--- config.mk ---
export PLATFORM = sky130hd
export DESIGN_NAME = uart_tx_core
export DESIGN_NICKNAME = d
export VERILOG_FILES = /design/src/rtl/uart_pkg.sv /design/src/rtl/uart_tx_fifo.sv /design/src/rtl/uart_tx_core.sv
export SDC_FILE = /design/constraint.sdc
export NUM_CORES = 1
export LEC_CHECK = 0
export CORE_ASPECT_RATIO = 0.5
export CORE_UTILIZATION = 61
export DETAILED_ROUTE_END_ITERATION = 12
export PLACE_DENSITY = 0.79
export SYNTH_ARGS = -nofsm -noshare
export SYNTH_HDL_FRONTEND = slang
export SYNTH_SLANG_ARGS = --single-unit
--- constraint.sdc ---
create_clock -name clk -period 3.35 [get_ports clk]
set_input_delay 0.335 -clock clk [delete_from_list [all_inputs] [get_ports clk]]
set_output_delay 0.335 -clock clk [all_outputs]
set_load 0.005 [all_outputs]
--- src/rtl/uart_pkg.sv ---
// Shared UART definitions: transmit FSM state encoding, data width, idle line level
// and the per-frame bit-order helper.
package uart_pkg;

  localparam int   DATA_W     = 8;
  localparam logic IDLE_LEVEL = 1'b1;

  typedef enum logic [2:0] {
    ST_IDLE   = 3'd0,
    ST_START  = 3'd1,
    ST_DATA   = 3'd2,
    ST_PARITY = 3'd3,
    ST_STOP   = 3'd4
  } tx_state_e;

  // Data bit sent in slot idx of the data field, for either bit order.
  function automatic logic frame_bit(input logic [DATA_W-1:0] b,
                                     input logic [2:0]        idx,
                                     input logic              big);
    return big ? b[3'd7 - idx] : b[idx];
  endfunction

endpackage

--- src/rtl/uart_tx_fifo.sv ---
// Synchronous byte FIFO for the UART transmitter: active-low write/read strobes,
// show-ahead read data, registered full/empty flags.
module uart_tx_fifo
  import uart_pkg::*;
#(
  parameter int DEPTH = 16
) (
  input  logic              clk,
  input  logic              rst,
  input  logic [DATA_W-1:0] data_i,
  input  logic              n_we_i,
  input  logic              n_re_i,
  output logic [DATA_W-1:0] data_o,
  output logic              full_o,
  output logic              empty_o
);

  localparam int AW = (DEPTH > 1) ? $clog2(DEPTH) : 1;
  localparam int CW = AW + 1;

  logic [DATA_W-1:0] mem_q [DEPTH];
  logic [AW-1:0]     wr_ptr_q, rd_ptr_q;
  logic [CW-1:0]     cnt_q, cnt_d;
  logic              full_q, empty_q;
  logic              wr_en, rd_en;

  // Strobes are qualified by the registered flags, so a write while full is
  // dropped even when a pop happens in the same cycle.
  assign wr_en = !n_we_i && !full_q;
  assign rd_en = !n_re_i && !empty_q;

  always_comb begin
    cnt_d = cnt_q + CW'(wr_en) - CW'(rd_en);
  end

  always_ff @(posedge clk) begin
    if (wr_en) mem_q[wr_ptr_q] <= data_i;
  end

  always_ff @(posedge clk or negedge rst) begin
    if (!rst) begin
      wr_ptr_q <= '0;
      rd_ptr_q <= '0;
      cnt_q    <= '0;
      full_q   <= 1'b0;
      empty_q  <= 1'b1;
    end else begin
      if (wr_en) wr_ptr_q <= wr_ptr_q + AW'(1);
      if (rd_en) rd_ptr_q <= rd_ptr_q + AW'(1);
      cnt_q   <= cnt_d;
      full_q  <= (cnt_d == CW'(DEPTH));
      empty_q <= (cnt_d == '0);
    end
  end

  assign data_o  = mem_q[rd_ptr_q];
  assign full_o  = full_q;
  assign empty_o = empty_q;

endmodule

--- src/rtl/uart_tx_core.sv ---
// UART transmit core: FIFO-buffered bytes framed as start, 8 data, optional parity
// (built only with UART_TX_PARITY_EN defined) and stop bit, one bit per baud tick.
module uart_tx_core
  import uart_pkg::*;
#(
  parameter int DEPTH = 16
) (
  input  logic              clk,
  input  logic              rst,
  input  logic [DATA_W-1:0] data_i,
  input  logic              n_we_i,
  output logic              p_full_o,
  output logic              p_empty_o,
  input  logic              p_BaudSig_i,
  input  logic              p_ParityEnable_i,
  input  logic              ParityMethod_i,
  input  logic              p_BigEnd_i,
  output logic              Tx_o,
  output logic              p_busy_o,
  output logic              p_TxDone_o,
  output tx_state_e         dbg_state_o
);

  // Host handshake: each clk with n_we_i low offers data_i; it is taken when
  // p_full_o is low in that same cycle, otherwise silently dropped.
  tx_state_e         state_q, state_d;
  logic [DATA_W-1:0] shreg_q, shreg_d;
  logic [2:0]        cnt_q, cnt_d;
  logic              big_q, big_d;
  logic              tx_q, tx_d;
  logic              done_q, done_d;
  logic              pop;
  logic [DATA_W-1:0] fifo_data;
  logic              fifo_empty;

`ifdef UART_TX_PARITY_EN
  logic par_en_q, par_en_d;
  logic par_odd_q, par_odd_d;
`else
  logic unused_parity_ctrl;
  assign unused_parity_ctrl = p_ParityEnable_i ^ ParityMethod_i;
`endif

  uart_tx_fifo #(.DEPTH(DEPTH)) u_fifo (
    .clk     (clk),
    .rst     (rst),
    .data_i  (data_i),
    .n_we_i  (n_we_i),
    .n_re_i  (!pop),
    .data_o  (fifo_data),
    .full_o  (p_full_o),
    .empty_o (fifo_empty)
  );

  // tx_d is the level of the bit selected by this tick, so the line is registered.
  always_comb begin
    state_d = state_q;
    shreg_d = shreg_q;
    cnt_d   = cnt_q;
    big_d   = big_q;
    tx_d    = tx_q;
    done_d  = 1'b0;
    pop     = 1'b0;
`ifdef UART_TX_PARITY_EN
    par_en_d  = par_en_q;
    par_odd_d = par_odd_q;
`endif
    if (p_BaudSig_i) begin
      case (state_q)
        ST_IDLE: begin
          if (!fifo_empty) begin
            pop     = 1'b1;
            state_d = ST_START;
            tx_d    = 1'b0;
          end
        end
        ST_START: begin
          state_d = ST_DATA;
          cnt_d   = 3'd0;
          tx_d    = frame_bit(shreg_q, 3'd0, big_q);
        end
        ST_DATA: begin
          if (cnt_q == 3'd7) begin
            state_d = ST_STOP;
            tx_d    = IDLE_LEVEL;
`ifdef UART_TX_PARITY_EN
            if (par_en_q) begin
              state_d = ST_PARITY;
              tx_d    = (^shreg_q) ^ par_odd_q;
            end
`endif
          end else begin
            cnt_d = cnt_q + 3'd1;
            tx_d  = frame_bit(shreg_q, cnt_q + 3'd1, big_q);
          end
        end
        ST_PARITY: begin
          state_d = ST_STOP;
          tx_d    = IDLE_LEVEL;
        end
        ST_STOP: begin
          done_d = 1'b1;
          if (!fifo_empty) begin
            pop     = 1'b1;
            state_d = ST_START;
            tx_d    = 1'b0;
          end else begin
            state_d = ST_IDLE;
            tx_d    = IDLE_LEVEL;
          end
        end
        default: begin
          state_d = ST_IDLE;
          tx_d    = IDLE_LEVEL;
        end
      endcase
    end
    // Frame controls are sampled only when a byte is popped.
    if (pop) begin
      shreg_d = fifo_data;
      big_d   = p_BigEnd_i;
`ifdef UART_TX_PARITY_EN
      par_en_d  = p_ParityEnable_i;
      par_odd_d = ParityMethod_i;
`endif
    end
  end

  always_ff @(posedge clk or negedge rst) begin
    if (!rst) begin
      state_q <= ST_IDLE;
      shreg_q <= '0;
      cnt_q   <= '0;
      big_q   <= 1'b0;
      tx_q    <= IDLE_LEVEL;
      done_q  <= 1'b0;
`ifdef UART_TX_PARITY_EN
      par_en_q  <= 1'b0;
      par_odd_q <= 1'b0;
`endif
    end else begin
      state_q <= state_d;
      shreg_q <= shreg_d;
      cnt_q   <= cnt_d;
      big_q   <= big_d;
      tx_q    <= tx_d;
      done_q  <= done_d;
`ifdef UART_TX_PARITY_EN
      par_en_q  <= par_en_d;
      par_odd_q <= par_odd_d;
`endif
    end
  end

  assign Tx_o        = tx_q;
  assign p_busy_o    = (state_q != ST_IDLE);
  assign p_TxDone_o  = done_q;
  assign p_empty_o   = fifo_empty;
  assign dbg_state_o = state_q;

endmodule

Word level (Yosys, flattened, before mapping)
Memory sizes are Yosys's and may differ from the RTL's. A register that Yosys moved wholly into a read port is not among the register bits. Index checks and enable logic that the tools add are counted.

Register bits after elaboration: 24. Bits in writable memories: 128. Input port bits: 15. Output and inout port bits: 8. Word-level logic and storage cells: 65. Memories: 1.

Memories: u_fifo.mem_q (depth 16, bits a word 8, read ports 1, clocked after Yosys merged registers in 1, write ports 1, RTL line uart_tx_fifo.sv:21) `logic [DATA_W-1:0] mem_q [DEPTH];`.

$add $sub $neg: 6. Magnitude comparators: 2. Equal/unequal tests: 9. Multiplexer cells: 23. Reductions and logical operators: 14.

Operator list (number): 1-bit two-way mux (15); 3-bit case mux with 5 select lines (1); 3-bit two-way mux (3); 4-bit by 1-bit adder with 4-bit output, second input constant (2); 3-bit by 4-bit < comparator with 1-bit output, second input constant (2); 1-bit binary-select mux with 3-bit select (2); 3-bit by 2-bit equality test with 1-bit output, second input constant (2); 3-bit equality test, second input constant (2); 2-bit != test, second input constant (3); 3-bit case mux with 2 select lines (1); 3-bit AND reduction (2); 5-bit by 1-bit adder with 5-bit output (1); 5-bit equality test, second input constant (1); 5-bit logical NOT (1); 5-bit by 1-bit subtractor with 5-bit output (1); 1-bit logical NOT (4); 1-bit case mux with 4 select lines (1); 3-bit by 1-bit adder with 3-bit output, second input constant (1); 3-bit by 1-bit equality test with 1-bit output, second input constant (1); 3-bit logical NOT (1); 3-bit nonzero test (1); 3-bit subtractor, first input constant (1); 1-bit logical AND (2); 2-bit AND reduction (1); 2 further kinds (2).

Logic depth before layout (Yosys ltp)
Gate-level depths: netlist (run 1).

Word-level depth: 7. Mapped depth: 13. Depth with buffers taken out: 11.

Cells and area by module
Synthesis (run 1) repeated with hierarchy kept, for this count alone.

Cell total of the unflattened synthesis: 381. Area total of the unflattened synthesis: 6686.4 µm².

Modules (own cells, without submodules): uart_tx_fifo (instances 1, cells each 290, area an instance 5756.8 µm²); uart_tx_core (instances 1, cells each 91, area an instance 929.6 µm²).

Worst setup path after synthesis (run 1)
No wires, ideal clock.

Kind: reg2reg. From: register state_q[0] (netlist: dbg_state_o[0]). To: register u_fifo.full_q (netlist: u_fifo.full_o). Library setup time: 0.101 ns. Arrival time: 2.735 ns. Required time: 3.249 ns. Path slack: 0.514 ns. Cell stages (with the launch flop): 14. Buffers on the path: 2. Period minus slack after synthesis: 2.836 ns. Cell sequence: dfrtp_1 buf_6 or4b_1 buf_6 inv_6 ha_1 inv_1 ha_1 inv_1 fa_1 nor2b_1 o21ai_0 and3_1 nor4_1.

Longest elaborated chain between the ends: 7. Elaborated cells between the ends (all ways): 8.

RTL lines: start, declared (RTL line uart_tx_core.sv:26) `tx_state_e state_q, state_d;`; start signal, assigned (RTL line uart_tx_core.sv:142) `state_q <= state_d;`; 3-bit equality test or 3-bit logical NOT (tied branches) (RTL line uart_tx_core.sv:69) `case (state_q)`; 2-bit OR reduction (no line) *; 1-bit two-way mux *; 1-bit two-way mux * (RTL line uart_tx_core.sv:68) `if (p_BaudSig_i) begin`; 1-bit logical AND * (RTL line uart_tx_fifo.sv:30) `assign rd_en = !n_re_i && !empty_q;`; via u_fifo.rd_en (RTL line uart_tx_fifo.sv:25) `logic wr_en, rd_en;`; 5-bit by 1-bit subtractor with 5-bit output * (RTL line uart_tx_fifo.sv:33) `cnt_d = cnt_q + CW'(wr_en) - CW'(rd_en);`; 5-bit equality test * (RTL line uart_tx_fifo.sv:51) `full_q <= (cnt_d == CW'(DEPTH));`; end signal, assigned (RTL line uart_tx_fifo.sv:51); end, declared (RTL line uart_tx_fifo.sv:24) `logic full_q, empty_q;`.

Mark *: on every way through the listed nets, which the timed path passes. The rest lies on a longest branch. A chain may end at the register's enable or synchronous reset.

Worst setup path in the final report (run 1)
Ends and elaborated chain as after synthesis.

==> impl_metrics.py, run 1 <==
metrics = {
    "grt": {
        "grt_pass1_wl_um": 21500,
        "grt-ovfl-total": 0,
        "grt_pass1_vias": 3722,
        "antenna_found_initial": 0,
        "grt_use_total_pct": 27.3,
        "grt_max_degree": 29,
    },
    "layout": {
        "drive_above_1_share_pct": 19.1,
        "nFillCells": 583,
        "stdcell_area_um2": 7640,
        "syn_to_final_growth_pct": 13.7,
        "diodes": 0,
        "nets": 429,
    },
    "yosys": {
        "synth-edff-count": 128,
        "yosys.area_share.simple_pct": 5.44,
        "synth_seq_area_share_pct": 69.1,
        "async_flop_share_pct": 20.0,
        "ys_seq_elements": 160,
        "yosysWarnings": 0,
        "synth_ff_type": "edfxtp_1",
        "synth_xor_area_share_pct": 1.17,
        "synth-compound-area-share_pct": 3.24,
        "synth_common_cells": "edfxtp_1 (128), dfrtp_1 (30), nand2_1 (22), mux4_2 (18), nor2_1 (18)",
        "yosysTopAreaCell": "edfxtp_1",
        "synth_top_area_share_pct": 57.2,
        "synth_cells": 370,
        "synth.avg_cell_area_um2": 18.2,
        "syn-num-nets": 398,
        "yosysMostFrequentCell": "edfxtp_1",
        "synthTopCellsByArea": "edfxtp_1 (57%), dfrtp_1 (11%), mux4_1 (6.6%)",
        "synth_top_family_by_area": "multiplexers",
        "synthAdderAreaFrac_pct": 2.53,
        "synthDistinctLibCells": 47,
        "muxShareOfSynthArea_pct": 15.5,
        "syn_area_um2": 6720,
    },
    "flow_run": {
        "drv_cap": 0,
    },
    "pwr": {
        "p_leak_nw": 2.74,
        "power_frac_comb_pct": 27.8,
        "clkPwrFrac_pct": 29.6,
        "intPower_mw": 4.63,
        "seqPwrFrac_pct": 42.6,
        "power-per-cell-area_nw_per_um2": 879,
        "swShare_pct": 31.1,
        "p_switching_mw": 2.09,
        "vdd_drop_max_uv": 533,
    },
    "clock_network": {
        "ctsHtreeMaxLevel": 4,
        "clockRootBuffer": "clkbuf_16",
        "post-cts-setup-buffers": 0,
        "holdBufCountCts": 0,
        "clkTransAtPathRegs_ns": 0.06,
        "clk_latency_ns": 0.42,
        "post_cts_resized": 0,
        "cts.path.max_buffers": 2,
        "cts_buffers": 17,
        "clock-sinks": 160,
        "tritoncts": "built",
    },
    "die": {
        "start_util_pct": 64.4,
        "die_area_um2": 11500,
        "rows": 26,
        "chipWidth_um": 150,
        "ioPinCount": 23,
        "core_area_um2": 10400,
        "die_h_um": 76.2,
    },
    "timing": {
        "min_period_ns": 3.05,
        "tightest_slew_ns": 1.16,
        "timing_hold_violations_final": 0,
        "slew_viol_final": 0,
        "fin_crit_sh_pct": 91.0,
        "timing.fmax_ghz": 0.328,
        "rsz0062_at_grt": "no",
        "fin_skew_ns": 0.00807,
        "relSlewSlack_pct": 22.4,
        "setup_viol": 0,
        "setup_tns_ns": 0,
    },
    "drt": {
        "routed_wl_um": 14300,
        "firstDrtPassIters": 5,
        "drt_iter0_markers": 343,
        "antenna_left": 0,
        "wire_per_inst_um": 25.8,
        "vias_per_cell": 6.56,
        "drc_errors": 0,
        "vias": 3636,
    },
    "placed_design": {
        "gp_congestion": 0.854,
        "placed_area_um2": 7040,
        "port_buffers": 20,
        "hpwl_um": 8390,
    },
    "setup_path": {
        "critPathTopFamily": "simple AND/OR/NAND/NOR gates",
        "cp_cell_sequence": "or4b_1, inv_6, ha_1, inv_1, ha_1, inv_1, fa_1, nor2b_1, o21ai_0, and3_1, nor4_1",
        "critPathArrivalTime_ns": 3.36,
        "crit_buf_inv": 3,
        "critical_path.max_stage_delay_ns": 0.66,
        "endpoint_kind": "register",
        "critical_path_required_ns": 3.66,
        "path_class": "register to register",
        "cp-start-kind": "register",
        "ff2ff_setup_slack_ns": 0.30,
        "cp_max_fo": 10,
        "cpMaxStageDelayCell": "or4b_1",
    },
    "worst_hold_path": {
        "min_path_type": "primary input to register",
    },
    "status": {
        "outcome": "completed",
    },
}
-- power by group through the flow --
stage | sequential [mW] | clock (mW) | combinational [mW]
floorplan | 2.64 | 0 | 1.56
global placement | 2.83 | 0 | 1.70
detailed placement | 2.88 | 0 | 1.81
CTS | 2.85 | 2.00 | 1.86
global route | 2.90 | 2.09 | 2.02
finish | 2.86 | 1.99 | 1.87
-- worst min-delay path: stages --
cell and delay [ns]:
clkdlybuf4s50_1 0.42, nand2_1 0.06, nand2_1 0.04
-- through the flow --
| step | std cells | setup WS [ns] | util (%) | hold slack (ns) | total power [mW] |
|---|---|---|---|---|---|
| floorplan | 370 | 0.514 | - | 0.0394 | 4.20 |
| CTS | 554 | 0.302 | 73.2 | 0.463 | 6.72 |
| finish | 554 | 0.302 | 73.2 | 0.472 | 6.72 |
| global route | 554 | 0.109 | 73.2 | 0.508 | 7.01 |
| detailed placement | 522 | 0.0700 | 67.4 | 0.527 | 4.69 |
| global placement | 522 | 0.222 | 67.4 | 0.498 | 4.54 |
-- placed cells by master, fill, tap and decap left out, types with 3 or more instances in the layout --
cell             count
clkbuf_16           17
mux4_2              18
buf_4               11
nor3_1               5
mux2i_1              3
mux4_1              17
a22oi_1             15
inv_6                4
xnor2_1              8
and3_1               4
clkdlybuf4s50_1     20
ha_1                12
o21ai_0              4
nor2_1              18
edfxtp_1           128
nand2_1             22
mux2_2              14
bufinv_16            3
a21oi_1              5
inv_1               14
dfrtp_1             29
-- cell type report --
| cell class | instances | area, um2 | share of cell area [%] |
|---|---|---|---|
| sequential | 160 | 4650 | 60.8 |
| timing repair buffer | 31 | 283 | 3.70 |
| clock inverter | 12 | 159 | 2.08 |
| inverter | 15 | 61.3 | 0.802 |
| clock buffer | 20 | 447 | 5.84 |
| multi-input combinational | 176 | 1870 | 24.5 |
| tap | 140 | 175 | 2.29 |
-- registers in the layout (all words and copies together), names as in the netlist, 3 cells and up --
signal / cells
cnt_q: 3
dbg_state_o: 3
u_fifo.rd_ptr_q: 4
shreg_q: 8
u_fifo.cnt_q: 5
u_fifo.mem_q: 128
u_fifo.wr_ptr_q: 4
-- worst paths after layout --
kind	cells after the start	start	end
max in group asynchronous	2	rst	Tx_o
min	3	p_BigEnd_i	big_q
max	11	dbg_state_o[0]	u_fifo.full_o
max reg2reg	11	dbg_state_o[0]	u_fifo.full_o
min in group asynchronous	1	rst	u_fifo.full_o
min reg2reg	1	cnt_q[2]	cnt_q[2]
-- cells by family (layout without fill, tap and decap cells) --
group | count (synthesis) | after routing
adders and majority gates | 13 | 13
muxes | 52 | 52
xor gates and xnor gates | 9 | 9
and+or+nand+nor | 71 | 71
buffers and inverters | 34 | 78
DFF | 160 | 160
AOI/OAI and AO/OA | 31 | 31
-- layer usage --
layer / vias to the layer above / GRT usage, % / share of wire [%]
met2: 210 / 42.1 / 48
met4: 0 / 10.4 / 2.7
li1: 1529 / - / -
met3: 37 / 8.74 / 7.0
met5: - / 0 / 0
met1: 1860 / 36.8 / 42
Power figures use the tool's default switching activity.
==> run 2, diff against run 1 <==
--- a/config.mk
+++ b/config.mk
@@ -8,7 +8,7 @@
 export CORE_ASPECT_RATIO = 0.5
 export CORE_UTILIZATION = 61
 export DETAILED_ROUTE_END_ITERATION = 12
-export PLACE_DENSITY = 0.79
+export PLACE_DENSITY = 0.81
 export SYNTH_ARGS = -nofsm -noshare
 export SYNTH_HDL_FRONTEND = slang
 export SYNTH_SLANG_ARGS = --single-unit
==> run 2 against run 1 <==
Net effect: combinational power shrank 3%; clock power shrank 3%; worst setup slack lost 0.016 ns; clock-buffer cell count shrank 2; power shrank 1.3%; wire length shrank 2.1%; final area shrank 0.26%; sequential share of layout area grew 0.16 points; register-to-register slack lost 0.02 ns; global-route usage shrank 0.43 points; non-clock buffer count is the same; sequential cell count is the same; critical path type unchanged.
==> impl_metrics.py, run 2 (synthesis results as in run 1) <==
metrics = {
    "status": {
        "outcome": "completed",
    },
    "timing": {
        "fin_skew_ns": 0.00919,
        "setup_tns_ns": 0,
        "min_period_ns": 3.06,
        "relSlewSlack_pct": 20.2,
        "rsz0062_at_grt": "no",
        "timing_hold_violations_final": 0,
        "slew_viol_final": 0,
        "tightest_slew_ns": 1.19,
        "fin_crit_sh_pct": 91.5,
        "setup_viol": 0,
        "timing.fmax_ghz": 0.326,
    },
    "grt": {
        "grt_max_degree": 26,
        "grt_pass1_wl_um": 21300,
        "grt_use_total_pct": 26.9,
        "antenna_found_initial": 0,
        "grt-ovfl-total": 0,
        "grt_pass1_vias": 3651,
    },
    "layout": {
        "syn_to_final_growth_pct": 13.4,
        "largestRegisters": "u_fifo.mem_q x128, shreg_q x8, u_fifo.cnt_q x5",
        "mostFrequentLayoutCell": "edfxtp_1",
        "post-route-util_pct": 73.0,
        "largest_reg_flops": 128,
        "diodes": 0,
        "nFillCells": 599,
        "nets": 429,
        "layout_common_cells": "edfxtp_1 (128), dfrtp_1 (29), nand2_1 (22)",
        "multi_input_area_um2": 1870,
        "regMostFlops": "u_fifo.mem_q",
        "seq_area_um2": 4650,
        "drive_above_1_share_pct": 18.8,
    },
    "drt": {
        "firstDrtPassIters": 5,
        "routed_wl_um": 14000,
        "vias": 3632,
        "antenna_left": 0,
        "vias_per_cell": 6.56,
        "drc_errors": 0,
        "wire_per_inst_um": 25.2,
        "drt_iter0_markers": 441,
    },
    "die": {
        "ioPinCount": 23,
        "chipWidth_um": 150,
        "rows": 26,
        "core_area_um2": 10400,
        "die_area_um2": 11500,
        "die_h_um": 76.2,
        "start_util_pct": 64.4,
    },
    "setup_path": {
        "reg2reg_from": "dbg_state_o[0]",
        "critPathTopFamily": "simple AND/OR/NAND/NOR gates",
        "cp_max_fo": 10,
        "crit_start": "dbg_state_o[0]",
        "critical_path.max_stage_delay_ns": 0.65,
        "crit_buf_inv": 3,
        "cp-start-kind": "register",
        "cp_cell_sequence": "or4b_1, inv_6, ha_1, inv_1, ha_1, inv_1, fa_1, nor2b_1, o21ai_0, and3_1, nor4_1",
        "path_class": "register to register",
        "critical_path_required_ns": 3.66,
        "cpMaxStageDelayCell": "or4b_1",
        "critPathArrivalTime_ns": 3.37,
        "endpoint_kind": "register",
    },
    "clock_network": {
        "ctsHtreeMaxLevel": 4,
        "clockRootBuffer": "clkbuf_16",
        "cts_buffers": 17,
        "clk_latency_ns": 0.42,
        "cts.path.max_buffers": 2,
        "tritoncts": "built",
        "clkTransAtPathRegs_ns": 0.06,
        "post_cts_resized": 0,
        "holdBufCountCts": 0,
        "post-cts-setup-buffers": 0,
        "clock-sinks": 160,
    },
    "pwr": {
        "vdd_drop_max_uv": 415,
        "power-per-cell-area_nw_per_um2": 870,
        "p_leak_nw": 2.73,
    },
    "placed_design": {
        "gp_congestion": 0.823,
        "port_buffers": 20,
        "hpwl_um": 8380,
    },
    "worst_hold_path": {
        "min_path_type": "primary input to register",
        "hold_path.startpoint": "p_BigEnd_i",
    },
    "flow_run": {
        "drv_cap": 0,
    },
}
## run 2: changes by cell type in the layout (fill, tap and decap cells not counted)
cell | previous run | this run
inv_6 | 4 | 3
bufinv_16 | 3 | 2
inv_8 | 0 | 3
clkbuf_1 | 2 | 1
clkbuf_8 | 1 | 0
clkinv_1 | 0 | 2
clkinv_2 | 2 | 1
## run 2: area by class of cell
| class | instances | share of cell area, % |
|---|---|---|
| repair buffers | 31 | 3.71 |
| flip-flops and latches | 160 | 61.0 |
| inverters | 15 | 0.804 |
| multi-input cells | 176 | 24.5 |
| well taps | 140 | 2.30 |
| clock inverters | 14 | 2.05 |
| clock buffers | 18 | 5.63 |
## run 2: path summary, 6_finish.rpt
path                            cells after the start  slack [ns]              to
min in group asynchronous                           1        0.55        cnt_q[2]
worst min-delay path                                3        0.48           big_q
worst min register to register                      1        0.53        cnt_q[1]
worst max register to register                     11        0.29   u_fifo.full_o
max in group asynchronous                           2        1.97  u_fifo.empty_o
worst max-delay path                               11        0.29   u_fifo.full_o
## run 2: metal layers
| layer | track usage, % | wire (um) | up-vias |
|---|---|---|---|
| met2 | 39.3 | 6480 | 224 |
| met4 | 10.2 | 302 | 0 |
| li1 | - | - | 1530 |
| met1 | 39.2 | 5960 | 1848 |
| met5 | 0 | 0 | - |
| met3 | 7.31 | 1230 | 30 |
## run 2: power breakdown
group	internal [mW]	total [mW]	switching, mW	leakage, nW
clock network	1.11	1.93	0.820	0.282
logic	0.951	1.82	0.865	0.899
registers	2.49	2.89	0.402	1.55
total	4.55	6.63	2.09	2.73
## run 2: per-stage QoR
stage	worst slack (ns)	power (mW)	area (um2)	instances	hold WS, ns
CTS	0.283	6.65	7620	554	0.472
global placement	0.224	4.53	7040	522	0.499
floorplan	0.514	4.20	6720	370	0.0394
finish	0.286	6.63	7620	554	0.480
global route	0.0992	6.94	7620	554	0.533
detailed placement	0.0513	4.69	7040	522	0.516
## run 2: tightest hold or removal path: cells and delay by family
| family | cells | cell delay [ns] |
|---|---|---|
| buffers and inverters | 1 | 0.41 |
| AND/OR/NAND/NOR | 2 | 0.10 |
==> run 3, diff against run 2 <==
--- a/config.mk
+++ b/config.mk
@@ -5,6 +5,7 @@
 export SDC_FILE = /design/constraint.sdc
 export NUM_CORES = 1
 export LEC_CHECK = 0
+export CAP_MARGIN = 25
 export CORE_ASPECT_RATIO = 0.5
 export CORE_UTILIZATION = 61
 export DETAILED_ROUTE_END_ITERATION = 12
==> run 3 against run 2 <==
Net effect: cell count increased by 0.36%; first-iteration DRC count down 21%; sequential power is 1% lower; final area hardly changed; critical path type unchanged; utilization is essentially flat; global-route usage decreased by 0.97 points.
==> impl_metrics.py, run 3 (synthesis results as in run 1) <==
metrics = {
    "layout": {
        "syn_to_final_growth_pct": 13.4,
        "multi_input_area_um2": 1870,
        "regMostFlops": "u_fifo.mem_q",
        "diodes": 0,
        "nets": 431,
        "layout_common_cells": "edfxtp_1 (128), dfrtp_1 (29), nand2_1 (22)",
        "largest_reg_flops": 128,
        "mostFrequentLayoutCell": "edfxtp_1",
        "nFillCells": 586,
        "drive_above_1_share_pct": 19.5,
        "seq_area_um2": 4650,
        "largestRegisters": "u_fifo.mem_q x128, shreg_q x8, u_fifo.cnt_q x5",
    },
    "setup_path": {
        "cp_max_fo": 10,
        "rr_worst_depth": 11,
        "critPathArrivalTime_ns": 3.39,
        "cp-endpoint": "u_fifo.full_o",
        "endpoint_kind": "register",
        "ff2ff_setup_slack_ns": 0.27,
        "crit_start": "dbg_state_o[0]",
        "cp-start-kind": "register",
        "critical_path_required_ns": 3.66,
        "path_class": "register to register",
        "reg2reg_from": "dbg_state_o[0]",
        "r2r_end": "u_fifo.full_o",
    },
    "timing": {
        "rsz0062_at_grt": "no",
        "min_period_ns": 3.08,
        "tightest_slew_ns": 1.00,
        "timing_hold_violations_final": 0,
        "setup_viol": 0,
        "setup_tns_ns": 0,
        "fin_crit_sh_pct": 92.1,
        "relSlewSlack_pct": 33.0,
        "timing.fmax_ghz": 0.324,
        "holdWs_ns": 0.332,
        "fin_skew_ns": 0.0110,
        "slew_viol_final": 0,
    },
    "die": {
        "die_area_um2": 11500,
        "ioPinCount": 23,
        "die_h_um": 76.2,
        "start_util_pct": 64.4,
        "rows": 26,
        "core_area_um2": 10400,
        "chipWidth_um": 150,
    },
    "placed_design": {
        "hpwl_um": 8490,
        "gp_congestion": 0.823,
        "port_buffers": 20,
    },
    "grt": {
        "grt_max_degree": 25,
        "grt_use_total_pct": 25.9,
        "grt-ovfl-total": 0,
        "grt_pass1_wl_um": 20800,
        "grt_pass1_vias": 3631,
        "antenna_found_initial": 0,
    },
    "drt": {
        "routed_wl_um": 13300,
        "vias_per_cell": 6.34,
        "drt_iter0_markers": 348,
        "vias": 3523,
        "wire_per_inst_um": 23.9,
        "firstDrtPassIters": 4,
        "antenna_left": 0,
        "drc_errors": 0,
    },
    "clock_network": {
        "post-cts-setup-buffers": 0,
        "cts_buffers": 17,
        "cts.path.max_buffers": 2,
        "clockRootBuffer": "clkbuf_16",
        "clkTransAtPathRegs_ns": 0.07,
        "ctsHtreeMaxLevel": 4,
        "holdBufCountCts": 0,
        "clock-sinks": 160,
        "post_cts_resized": 0,
        "clk_latency_ns": 0.42,
        "tritoncts": "built",
    },
    "pwr": {
        "vdd_drop_max_uv": 423,
        "p_leak_nw": 2.73,
        "power-per-cell-area_nw_per_um2": 848,
    },
    "flow_run": {
        "drv_cap": 0,
    },
    "status": {
        "outcome": "completed",
    },
    "worst_hold_path": {
        "min_path_type": "primary input to async pin",
    },
}
==> run 3: cell count changes in the layout (fill, tap and decap cells not counted) <==
cell | before | now
buf_16 | 0 | 1
buf_8 | 0 | 1
bufinv_16 | 2 | 0
clkbuf_1 | 1 | 2
clkinv_1 | 2 | 0
clkinv_2 | 1 | 3
clkinv_4 | 2 | 4
inv_8 | 3 | 2
==> run 3: where the power goes <==
| group | total, mW | switching [mW] | internal [mW] |
|---|---|---|---|
| Sequential | 2.85 | 0.362 | 2.49 |
| Combinational | 1.85 | 0.876 | 0.974 |
| Clock | 1.76 | 0.802 | 0.962 |
| Total | 6.46 | 2.04 | 4.42 |
==> run 3: critical path, cell delays in order, from the launching register on <==
cell and delay [ns]:
dfrtp_1 0.48, or4b_1 0.66, inv_6 0.11, ha_1 0.22, inv_1 0.05, ha_1 0.15
inv_1 0.05, fa_1 0.41, nor2b_1 0.15, o21ai_0 0.16, and3_1 0.25, nor4_1 0.29
==> run 3: metrics by stage <==
step                util (%)  cells  area (um2)  power, mW  worst slack [ns]
finish                  73.0    556        7620       6.46             0.265
global route            73.0    556        7620       6.80            0.0362
CTS                     72.7    555        7590       6.46             0.250
detailed placement      67.6    523        7050       4.69            0.0114
global placement        67.4    522        7040       4.53             0.224
floorplan                  -    370        6720       4.20             0.514
==> run 3: worst min-delay path by stage <==
| stage | from | end | slack, ns | cells after the start |
|---|---|---|---|---|
| after CTS | rst | shreg_q[5] | 0.33 | 1 |
| after floorplan | rst | big_q | 0.04 | 0 |
| after detailed placement | cnt_q[2] | cnt_q[2] | 0.52 | 1 |
| final | rst | shreg_q[5] | 0.33 | 1 |
| after global placement | cnt_q[1] | cnt_q[1] | 0.50 | 1 |
| after global routing | rst | shreg_q[5] | 0.35 | 1 |
==> run 3: cell type report <==
class	instances	share of cell area, %
repair buffers	33	4.27
multi-input cells	176	24.6
clock buffers	19	5.68
well taps	140	2.30
inverters	15	0.805
clock inverters	13	1.38
flip-flops and latches	160	61.0
==> run 3: per-layer routing <==
metal  routed length (um)  part of all wire, %  track usage (%)  up-vias
li1                     -                    -                -     1533
met1                 5950                   45             37.6     1853
met2                 6500                   49             38.9      129
met3                  717                  5.4             6.95        8
met4                   99                 0.75             8.18        0
met5                    0                    0                0        -
